<file path="config.mk">
export PLATFORM = sky130hd
export DESIGN_NAME = uart_core_param
export DESIGN_NICKNAME = d
export VERILOG_FILES = /design/src/rtl/uart_pkg.sv /design/src/rtl/sync_fifo.sv /design/src/rtl/uart_core_param.sv
export SDC_FILE = /design/constraint.sdc
export NUM_CORES = 1
export LEC_CHECK = 0
export BUFFER_PORTS_ARGS = -buffer_cell sky130_fd_sc_hd__buf_2
export CELL_PAD_IN_SITES_DETAIL_PLACEMENT = 1
export CELL_PAD_IN_SITES_GLOBAL_PLACEMENT = 1
export CORE_UTILIZATION = 40
export DETAILED_ROUTE_END_ITERATION = 8
export PLACE_DENSITY_LB_ADDON = 0.1
export SLEW_MARGIN = 10
export SYNTH_ARGS = -nofsm -noshare
export SYNTH_HDL_FRONTEND = slang
export SYNTH_SLANG_ARGS = --single-unit
</file>
<file path="constraint.sdc">
create_clock -name clk -period 3.1 [get_ports clk]
set_clock_uncertainty 0.2 [all_clocks]
set_input_delay 0.62 -clock clk [delete_from_list [all_inputs] [get_ports clk]]
set_output_delay 0.62 -clock clk [all_outputs]
set_load 0.1 [all_outputs]
</file>
<file path="src/rtl/uart_pkg.sv">
// rtl/uart_pkg.sv - shared types, constants and helpers for the parametrised UART core
package uart_pkg;

  localparam int OVERSAMPLE = 16;
  localparam int MID_SAMPLE = 7;

  typedef enum logic [2:0] {TX_IDLE, TX_START, TX_DATA, TX_PARITY, TX_STOP} tx_state_e;
  typedef enum logic [2:0] {RX_IDLE, RX_START, RX_DATA, RX_PARITY, RX_STOP} rx_state_e;

  // Callers zero-extend their payload to 9 bits, so unused upper bits do not affect the result
  function automatic logic parity9(input logic [8:0] d);
    return ^d;
  endfunction

  // Occupancy counter width for a FIFO able to hold 0..depth entries
  function automatic int lvl_w(input int depth);
    return $clog2(depth + 1);
  endfunction

endpackage

</file>
<file path="src/rtl/sync_fifo.sv">
// rtl/sync_fifo.sv - circular FIFO with first-word fall-through head
module sync_fifo #(
  parameter int WIDTH = 8,
  parameter int DEPTH = 16
) (
  input  logic                     clk,
  input  logic                     reset,
  input  logic                     push_i,
  input  logic                     pop_i,
  input  logic [WIDTH-1:0]         din_i,
  output logic [WIDTH-1:0]         dout_o,
  output logic                     full_o,
  output logic                     empty_o,
  output logic [$clog2(DEPTH):0]   level_o
);

  localparam int AW = $clog2(DEPTH);

  logic [WIDTH-1:0] mem_q [DEPTH];
  logic [AW:0]      wr_ptr_q, rd_ptr_q;
  logic             wr_en, rd_en;

  assign empty_o = (wr_ptr_q == rd_ptr_q);
  assign full_o  = (wr_ptr_q[AW] != rd_ptr_q[AW]) && (wr_ptr_q[AW-1:0] == rd_ptr_q[AW-1:0]);
  assign rd_en   = pop_i && !empty_o;
  // A pop in the same cycle frees the slot, so a push into a full FIFO still lands
  assign wr_en   = push_i && (!full_o || rd_en);
  assign level_o = wr_ptr_q - rd_ptr_q;
  assign dout_o  = mem_q[rd_ptr_q[AW-1:0]];

  // Pointer update; the extra MSB distinguishes full from empty
  always_ff @(posedge clk or negedge reset) begin
    if (!reset) begin
      wr_ptr_q <= '0;
      rd_ptr_q <= '0;
    end else begin
      if (wr_en) wr_ptr_q <= wr_ptr_q + 1'b1;
      if (rd_en) rd_ptr_q <= rd_ptr_q + 1'b1;
    end
  end

  // Storage array, written only on an accepted push
  always_ff @(posedge clk) begin
    if (wr_en) mem_q[wr_ptr_q[AW-1:0]] <= din_i;
  end

endmodule

</file>
<file path="src/rtl/uart_core_param.sv">
// rtl/uart_core_param.sv - parametrised UART with TX/RX FIFOs and 16x oversampling receiver
module uart_core_param
  import uart_pkg::*;
#(
  parameter int DATA_BITS  = 8,
  parameter int PARITY_EN  = 0,
  parameter int PARITY_ODD = 0,
  parameter int STOP_BITS  = 1,
  parameter int BAUD_DIV   = 27,
  parameter int TX_DEPTH   = 16,
  parameter int RX_DEPTH   = 16
) (
  input  logic                          clk,
  input  logic                          reset,
  input  logic                          tx_wr,
  input  logic [DATA_BITS-1:0]          tx_data,
  output logic                          tx_full,
  output logic [lvl_w(TX_DEPTH)-1:0]    tx_level,
  output logic                          tx_busy,
  output logic                          txd,
  input  logic                          rxd,
  input  logic                          rx_rd,
  output logic [DATA_BITS-1:0]          rx_data,
  output logic                          rx_empty,
  output logic [lvl_w(RX_DEPTH)-1:0]    rx_level,
  output logic                          rx_frame_err,
  output logic                          rx_parity_err,
  output logic                          rx_overrun,
  output logic                          tx_drop,
  input  logic                          err_clr
);

  localparam int  TW    = (BAUD_DIV > 1) ? $clog2(BAUD_DIV) : 1;
  localparam logic ODD  = (PARITY_ODD != 0);

  // ---------------- tick generator ----------------
  logic [TW-1:0] tick_cnt_q;
  logic          tick;
  assign tick = (tick_cnt_q == TW'(BAUD_DIV - 1));

  // Free-running oversample divider shared by both directions
  always_ff @(posedge clk or negedge reset) begin
    if (!reset)    tick_cnt_q <= '0;
    else if (tick) tick_cnt_q <= '0;
    else           tick_cnt_q <= tick_cnt_q + 1'b1;
  end

  // ---------------- transmitter ----------------
  tx_state_e              tx_state_q;
  logic [3:0]             tx_sub_q, tx_bit_q;
  logic [DATA_BITS-1:0]   tx_shift_q, txf_dout;
  logic                   tx_par_q, txd_q, txf_empty, tx_pop, tx_last_tick;

  assign tx_last_tick = tick && (tx_sub_q == 4'(OVERSAMPLE - 1));
  // Reload straight out of the final stop tick so back-to-back frames have no idle gap
  assign tx_pop = !txf_empty && ((tx_state_q == TX_IDLE) ||
                  (tx_state_q == TX_STOP && tx_last_tick && tx_bit_q == 4'(STOP_BITS - 1)));

  sync_fifo #(.WIDTH(DATA_BITS), .DEPTH(TX_DEPTH)) u_tx_fifo (
    .clk(clk), .reset(reset), .push_i(tx_wr && !tx_full), .pop_i(tx_pop),
    .din_i(tx_data), .dout_o(txf_dout), .full_o(tx_full), .empty_o(txf_empty), .level_o(tx_level)
  );

  // Serialiser: every state spans 16 ticks, txd is registered alongside the state
  always_ff @(posedge clk or negedge reset) begin
    if (!reset) begin
      tx_state_q <= TX_IDLE;
      tx_sub_q   <= '0;
      tx_bit_q   <= '0;
      tx_shift_q <= '0;
      tx_par_q   <= 1'b0;
      txd_q      <= 1'b1;
    end else if (tx_pop) begin
      tx_shift_q <= txf_dout;
      tx_par_q   <= parity9(9'(txf_dout)) ^ ODD;
      tx_state_q <= TX_START;
      tx_sub_q   <= '0;
      tx_bit_q   <= '0;
      txd_q      <= 1'b0;
    end else if (tx_state_q != TX_IDLE && tick) begin
      tx_sub_q <= tx_sub_q + 1'b1;
      if (tx_last_tick) begin
        case (tx_state_q)
          TX_START: begin
            tx_state_q <= TX_DATA;
            tx_bit_q   <= '0;
            txd_q      <= tx_shift_q[0];
          end
          TX_DATA: begin
            if (tx_bit_q == 4'(DATA_BITS - 1)) begin
              tx_bit_q <= '0;
              if (PARITY_EN != 0) begin
                tx_state_q <= TX_PARITY;
                txd_q      <= tx_par_q;
              end else begin
                tx_state_q <= TX_STOP;
                txd_q      <= 1'b1;
              end
            end else begin
              tx_bit_q   <= tx_bit_q + 1'b1;
              tx_shift_q <= tx_shift_q >> 1;
              txd_q      <= tx_shift_q[1];
            end
          end
          TX_PARITY: begin
            tx_state_q <= TX_STOP;
            tx_bit_q   <= '0;
            txd_q      <= 1'b1;
          end
          TX_STOP: begin
            if (tx_bit_q == 4'(STOP_BITS - 1)) tx_state_q <= TX_IDLE;
            else                               tx_bit_q   <= tx_bit_q + 1'b1;
          end
          default: tx_state_q <= TX_IDLE;
        endcase
      end
    end
  end

  assign txd     = txd_q;
  assign tx_busy = (tx_state_q != TX_IDLE) || !txf_empty;

  // ---------------- receiver ----------------
  rx_state_e              rx_state_q;
  logic                   rx_s1_q, rx_s2_q, rx_prev_q, rx_perr_q, rx_hold_en;
  logic [3:0]             rx_sub_q, rx_bit_q;
  logic [DATA_BITS-1:0]   rx_shift_q, rx_hold_q;
  logic [DATA_BITS+1:0]   rxf_dout;
  logic                   rx_mid, rx_push, rx_full;

  assign rx_mid  = tick && (rx_sub_q == 4'(MID_SAMPLE));
  assign rx_push = (rx_state_q == RX_STOP) && rx_mid;

  // Two-flop synchroniser plus edge history; resets to the idle-high line level
  always_ff @(posedge clk or negedge reset) begin
    if (!reset) begin
      rx_s1_q   <= 1'b1;
      rx_s2_q   <= 1'b1;
      rx_prev_q <= 1'b1;
    end else begin
      rx_s1_q   <= rxd;
      rx_s2_q   <= rx_s1_q;
      rx_prev_q <= rx_s2_q;
    end
  end

  // Deserialiser: samples at mid-bit, pushes the entry at the stop sample
  always_ff @(posedge clk or negedge reset) begin
    if (!reset) begin
      rx_state_q <= RX_IDLE;
      rx_sub_q   <= '0;
      rx_bit_q   <= '0;
      rx_shift_q <= '0;
      rx_perr_q  <= 1'b0;
    end else if (rx_state_q == RX_IDLE) begin
      if (rx_prev_q && !rx_s2_q) begin
        rx_state_q <= RX_START;
        rx_sub_q   <= '0;
        rx_perr_q  <= 1'b0;
      end
    end else if (tick) begin
      rx_sub_q <= rx_sub_q + 1'b1;
      case (rx_state_q)
        RX_START: begin
          if (rx_mid && rx_s2_q) rx_state_q <= RX_IDLE;
          else if (rx_sub_q == 4'(OVERSAMPLE - 1)) begin
            rx_state_q <= RX_DATA;
            rx_bit_q   <= '0;
          end
        end
        RX_DATA: begin
          if (rx_mid) rx_shift_q <= {rx_s2_q, rx_shift_q[DATA_BITS-1:1]};
          if (rx_sub_q == 4'(OVERSAMPLE - 1)) begin
            if (rx_bit_q == 4'(DATA_BITS - 1))
              rx_state_q <= (PARITY_EN != 0) ? RX_PARITY : RX_STOP;
            else
              rx_bit_q <= rx_bit_q + 1'b1;
          end
        end
        RX_PARITY: begin
          if (rx_mid) rx_perr_q <= rx_s2_q ^ parity9(9'(rx_shift_q)) ^ ODD;
          if (rx_sub_q == 4'(OVERSAMPLE - 1)) rx_state_q <= RX_STOP;
        end
        RX_STOP: if (rx_mid) rx_state_q <= RX_IDLE;
        default: rx_state_q <= RX_IDLE;
      endcase
    end
  end

  sync_fifo #(.WIDTH(DATA_BITS + 2), .DEPTH(RX_DEPTH)) u_rx_fifo (
    .clk(clk), .reset(reset), .push_i(rx_push), .pop_i(rx_rd),
    .din_i({rx_perr_q, !rx_s2_q, rx_shift_q}), .dout_o(rxf_dout),
    .full_o(rx_full), .empty_o(rx_empty), .level_o(rx_level)
  );

  assign rx_hold_en = rx_rd && !rx_empty;

  // Remember the last popped byte so rx_data stays stable while the FIFO is empty
  always_ff @(posedge clk or negedge reset) begin
    if (!reset)          rx_hold_q <= '0;
    else if (rx_hold_en) rx_hold_q <= rxf_dout[DATA_BITS-1:0];
  end

  assign rx_data       = rx_empty ? rx_hold_q : rxf_dout[DATA_BITS-1:0];
  assign rx_frame_err  = !rx_empty && rxf_dout[DATA_BITS];
  assign rx_parity_err = !rx_empty && rxf_dout[DATA_BITS+1];

  // Sticky error flags; a same-cycle set beats err_clr
  logic rx_overrun_q, tx_drop_q;
  always_ff @(posedge clk or negedge reset) begin
    if (!reset) begin
      rx_overrun_q <= 1'b0;
      tx_drop_q    <= 1'b0;
    end else begin
      if (rx_push && rx_full && !rx_rd) rx_overrun_q <= 1'b1;
      else if (err_clr)                 rx_overrun_q <= 1'b0;
      if (tx_wr && tx_full)             tx_drop_q    <= 1'b1;
      else if (err_clr)                 tx_drop_q    <= 1'b0;
    end
  end

  assign rx_overrun = rx_overrun_q;
  assign tx_drop    = tx_drop_q;

endmodule

</file>
# Word-level counts from Yosys, hierarchy flattened
# Memory sizes are Yosys's and may differ from the RTL's.
# Cells that the tools add are included.
# totals
regBits	78
ram_bits	288
in_bits	14
out_inout_bits	26
wordCells	183
memories	2
# op_classes
n_addsub	11
eq_ne	34
n_mux	56
n_bitwise	2
n_reduce_logical	57
# memory_table
memory	depth	word_bits	rd	rd_clocked_by_memory_dff	write_ports	line	rtl
u_rx_fifo.mem_q	16	10	1	0	1	sync_fifo.sv:19	logic [WIDTH-1:0] mem_q [DEPTH];
u_tx_fifo.mem_q	16	8	1	0	1	sync_fifo.sv:19	
# ops
op	count
$mux 4	14
$mux 8	6
$mux 3	14
$add 5x1->5 const B	5
$pmux 3 s4	2
$logic_and 1x1->1	21
$reduce_and 4->1	5
$reduce_bool 2->1	9
$add 4x1->4 const B	4
$mux 1	16
$reduce_and 7->1	2
$eq 3x2->1 const B	4
$eq 4x3->1 const B	3
$pmux 4 s3	1
$eq 5x5->1	2
$sub 5x5->5	2
$ne 3x2->1 const B	3
$ne 3x3->1 const B	3
$reduce_xor 9->1	1
$eq 4x4->1	2
$eq 4x4->1 const B	2
$ne 2x2->1 const B	4
$pmux 4 s2	1
$reduce_bool 4->1	2
other kinds (19)	32

# Longest topological paths before layout
# depth
ltp_word	11
mapped_depth	11
mapped_depth_nobuf	7

# Cells and area by module
# From an unflattened synthesis, not the netlist that was laid out.
# hier_totals
cells_unflattened	921
area_unflattened_um2	15681.3
# by_module_without_submodules
mod	instances	cells_each	area_each_um2	seq_area_each_um2
sync_fifo (u_rx_fifo)	1	348	6972.9	5054.8
sync_fifo (u_tx_fifo)	1	297	5745.5	4093.9
uart_core_param	1	276	2962.8	1456.4

# Least setup slack after synthesis
# OpenSTA, ideal clock, no wires.
# synth_timing
path_kind	reg2out
startpoint	register u_rx_fifo.rd_ptr_q[3]
endpoint	output port rx_parity_err
arrival_ps	4327
t_required_ps	2280
path_slack_ps	-2047
stages_incl_launch_ff	9
n_path_buf	3
cell_sequence	dfrtp_1 clkbuf_1 inv_1 ha_1 nand4_1 nor2b_1 buf_2 buf_1 a211oi_1
# synth_between
elab_chain_cells	3
word_cells_on_any_way	4
cone_classes	1 x eq/ne; 2 x reduce/logical; 1 x memory
# synth_lines
element	line	rtl
start, declared	sync_fifo.sv:20	logic [AW:0] wr_ptr_q, rd_ptr_q;
start signal, assigned	sync_fifo.sv:38	if (rd_en) rd_ptr_q <= rd_ptr_q + 1'b1;
$eq 5x5->1	sync_fifo.sv:23	assign empty_o = (wr_ptr_q == rd_ptr_q);
via rx_empty	uart_core_param.sv:24	output logic rx_empty,
$logic_not 1->1	uart_core_param.sv:206	assign rx_parity_err = !rx_empty && rxf_dout[DATA_BITS+1];
$logic_and 1x1->1	uart_core_param.sv:206	
end, declared	uart_core_param.sv:27	output logic rx_parity_err,
# The timed path passes the listed nets, and every way through them passes these cells.

# Worst setup path after layout
# layout_timing
startpoint	register u_rx_fifo.rd_ptr_q[0]
endpoint	output port rx_data[0]
# layout_between
elab_chain_cells	2
word_cells_on_any_way	3
cone_classes	1 x eq/ne; 1 x mux; 1 x memory
# layout_lines
element	line	rtl
$mem_v2 16x10 or $eq 5x5->1 (tied branches)	n/a	
$mux 8 *	uart_core_param.sv:204	assign rx_data = rx_empty ? rx_hold_q : rxf_dout[DATA_BITS-1:0];
end, declared	uart_core_param.sv:23	output logic [DATA_BITS-1:0] rx_data,
# Every way passes the cells marked *; elsewhere a longest branch is shown, timed or not.

==> summary.md <==
| Metric | Value |
|---|---|
| IO Port Bufs | `39` |
| Die ar. | `0.03892 mm²` |
| Worst endpoint data arrival time | `2.44 ns` |
| Status | `finished with violations` |
| Fin. Hold Viols | `0` |
| Setup violators final | `11` |
| Buf+Inv Stages, Crit Path | `3` |
| Worst setup EP type | `output pin` |
| Critical path's top delay family | `multiplexers` |
| Antenna violations before repair | `0` |
| Area delta synth->final | `24.76%` |
| # clock sinks | `366` |
| RSZ-0062 raised after global routing | `true` |
| Number of synthesized flops with an enable pin | `288` |
| CTS tree | `yes` |
| Flop pwr share | `31.4%` |
| R2R depth | `9` |
| Crit-path cells | `buf_12 > buf_16 > mux4_2 > o22ai_4 > o31ai_4 > buf_12` |
| Combinational share of power | `42.4%` |
| Wire length per cell | `22.27 µm` |
| Crit path max fanout | `6` |
| Detailed router's first-iteration violation count | `322` |
| Tightest Pin Transition | `0.6651 ns` |
| Die Ht | `197.3 µm` |
| P_int | `11,830 µW` |
| Ys flop type | `edfxtp_1` |
| GRT Util Overall | `18.93%` |
| Die Width | `197.3 µm` |
| Crit. path cell count | `6` |
| Placed instance count | `1,474` |
| Final HPWL DP | `22,160 µm` |
| Grt ovf | `0` |
| CTS root buf | `clkbuf_16` |
| Io pins | `40` |
| Post-route ant nets | `0` |
| Startpoint types | `flip-flop` |
| Commonest non-fill, non-tap cells in the layout | `edfxtp_1 (288), dfrtp_1 (73), mux4_2 (68)` |
| Largest cells by area after synthesis | `edfxtp_1 (57%), dfrtp_1 (12%), mux4_2 (10%), ha_1 (2.1%), xnor2_1 (1.8%)` |
| Post-Route Setup TNS | `-1.214 ns` |
| Fmax achieved | `307.1 MHz` |
| Layout cell share with drive strength beyond 1 | `32.23%` |
| Clock transition at path regs | `0.06 ns` |
| Leak Pwr | `0.007151 µW` |
| Final setup margin | `-0.1566 ns` |
| YS warnings | `0` |
| Starting density of the core | `40.59%` |
| Mapped Area | `0.01525 mm²` |
| Min Tclk post-route | `3.257 ns` |
| P_sw | `6764 µW` |
| Reg2Reg Setup Slack | `0.25 ns` |
| Yosys top cell area share | `56.70%` |
| Crit path required time | `2.28 ns` |
| Syn_area_per_cell | `16.98 µm²` |
| CP max stage delay | `0.54 ns` |
| Row cnt | `71` |
| Hold Path Depth | `2` |
| Synth area leader | `edfxtp_1` |
| Clock power frac | `26.1%` |
| Fin. max-slew vios | `0` |
| Nets@finish | `1,068` |
| Syn nets | `939` |
| First-pass GRT wire length | `54,390 µm` |
| CP most frequent cell | `buf_12` |
| Core ar. | `0.03758 mm²` |
| Vias in the first global route | `8,805` |
| P per Cell Area | `977.3 mW/mm²` |
| Largest net degree at the start of global routing | `39` |
| Num CTS Buffers | `41` |
| Failing checks | `negative setup slack` |
| Remaining DRCs | `0` |
| HP Class | `in -> reg` |
| Max cap viols | `0` |
| Max_slew headroom | `55.66%` |
| Skew-Pair Late Insertion Delay | `0.57 ns` |
| Worst path slowest cell | `mux4_2` |
| Vias | `8,155` |
| Switching Fraction | `36.38%` |
| WL final | `34,940 µm` |
| H-tree depth | `2` |
| Commonest non-fill, non-tap cell in the layout | `edfxtp_1` |
| WS Path Type | `reg -> out` |
| # diodes | `0` |
| Number of distinct library cells after synthesis | `55` |
| Asr flop ratio synth | `21.31%` |
| Fin crit share | `105.1%` |
| Clock buffer depth | `3` |
| Final GP Congestion | `0.7648` |
| Worst VDD drop | `0.0005918 V` |
| Post-layout total power | `18,600 µW` |
| Synthesized instance count | `898` |
| DR vias/cell | `5.198` |
| Layout Utilization | `50.64%` |
| TritonRoute pass-1 iters | `4` |
| Sequential fraction of the synthesis area | `69.53%` |
| Synthesis-stage register bit count | `366` |
| Post-Layout Cell Count | `1,569` |
worst reg2reg max path, cell delays in order, from the launching register on:
cell and delay (ns):
dfrtp_2 0.48, buf_6 0.15, ha_4 0.23, nand4_1 0.13
buf_4 0.14, or3_1 0.18, nand3_1 0.17, nor3_1 0.43
and2_1 0.20, buf_4 0.22
routing by layer:
metal	wire, µm	part of all wire (%)	vias up	track usage (%)
li1	-	-	3755	-
met1	15520	44	4250	25.39
met2	17530	50	101	31.60
met3	1228	3.5	49	3.585
met4	668	1.9	0	5.024
met5	0	0	-	0
area by class of cell:
cell class | count | area [µm²]
Inverter | 36 | 135.1
Tap cell | 511 | 639.4
Clock inverter | 16 | 200.2
Multi-Input combinational cell | 457 | 4821
Timing Repair Buffer | 125 | 1486
Clock buffer | 58 | 1140
Sequential cell | 366 | 10610
Fill cell | 3464 | 18550
power by group through the flow:
| stage | logic [µW] | clock network (µW) | registers (µW) |
|---|---|---|---|
| after global routing | 8280 | 5170 | 5890 |
| final | 7890 | 4860 | 5850 |
| after global placement | 7060 | 0 | 5920 |
| after CTS | 7790 | 5000 | 5850 |
| after floorplan | 4830 | 0 | 5910 |
| after detailed placement | 7110 | 0 | 5930 |
state kept, by name, indices dropped and copies added, names as in the netlist, 3 cells and up:
register and cells:
u_tx_fifo.rd_ptr_q 5, u_tx_fifo.mem_q 128, tx_state_q 3, rx_shift_q 8, rx_sub_q 4, u_tx_fifo.wr_ptr_q 5
u_rx_fifo.rd_ptr_q 5, rx_hold_q 8, rx_bit_q 4, u_rx_fifo.mem_q 160, tx_shift_q 8, tick_cnt_q 5
tx_sub_q 4, rx_state_q 3, tx_bit_q 4, u_rx_fifo.wr_ptr_q 5
path summary, 6_finish.rpt:
| path | from | endpoint |
|---|---|---|
| worst min register to register | rx_s1_q$_DFF_PN1_ | rx_s2_q$_DFF_PN1_ |
| min in group asynchronous | reset | rx_hold_q[2]$_DFFE_PN0P_ |
| max in group asynchronous | reset | rx_bit_q[0]$_DFFE_PN0P_ |
| worst max-delay path | u_rx_fifo.rd_ptr_q[0]$_DFFE_PN0P_ | rx_data[0] |
| worst min-delay path | err_clr | tx_drop$_DFFE_PN0P_ |
| worst max register to register | u_rx_fifo.rd_ptr_q[0]$_DFFE_PN0P_ | u_rx_fifo.mem_q[8][2]$_DFFE_PP_ |
synth_stat cells, types with 2 or more instances:
cell type and count:
edfxtp_1 288, and4_1 2, buf_6 6, mux2_2 18, buf_1 2, or2_2 2
nor2b_1 4, dfrtp_1 74, buf_4 4, nor2_1 40, nor3b_1 2, nand4_1 11
o31ai_1 12, xor2_1 7, nand2b_1 9, nand3b_1 3, nor4_1 6, and2_1 20
inv_1 36, mux4_1 5, xnor2_1 31, a21o_1 5, a21oi_1 10, a211oi_1 2
or2_1 2, or3_1 2, ha_1 25, dfstp_2 4, o22ai_1 31, a22o_1 3
fa_1 2, mux4_2 68, buf_2 10, and3_1 11, o21ai_0 25, a211oi_2 2
nand2_1 49, nand3_1 14, mux2i_1 11, o21ai_1 2, clkbuf_1 16, nor3_1 9
repair_timing:
item                                    in CTS  in global routing
hold buffers                                 2                  0
pin swaps                                   11                  9
gates cloned                                 5                  0
hold endpoints to repair                    21                  0
setup buffers                                7                  7
resized for setup                           51                 26
endpoints found under the setup margin      13                 25
stage by stage:
step	cell area (µm²)	hold slack, ns	setup WS [ns]
CTS	18860	0.09599	-0.2151
detailed placement	17050	0.1651	0.1563
floorplan	15520	0.1244	-0.1767
global placement	17050	0.1632	0.1813
global route	19030	0.1078	-0.2365
finish	19030	0.1339	-0.1566
cell families (layout without fill, tap and decap cells):
logic type               count (synthesis)  count (layout)  synth area share [%]
multiplexers                           102             102                 12.95
XOR/XNOR                                39              39                 2.289
flip-flops                             366             366                 69.53
adder cells (fa/ha/maj)                 27              27                 2.313
buffers and inverters                   75             235                 2.330
AO/OA/AOI/OAI                           98              98                 4.085
AND/OR/NAND/NOR                        191             191                 6.497
No activity file was read; power rests on OpenSTA's default activity.
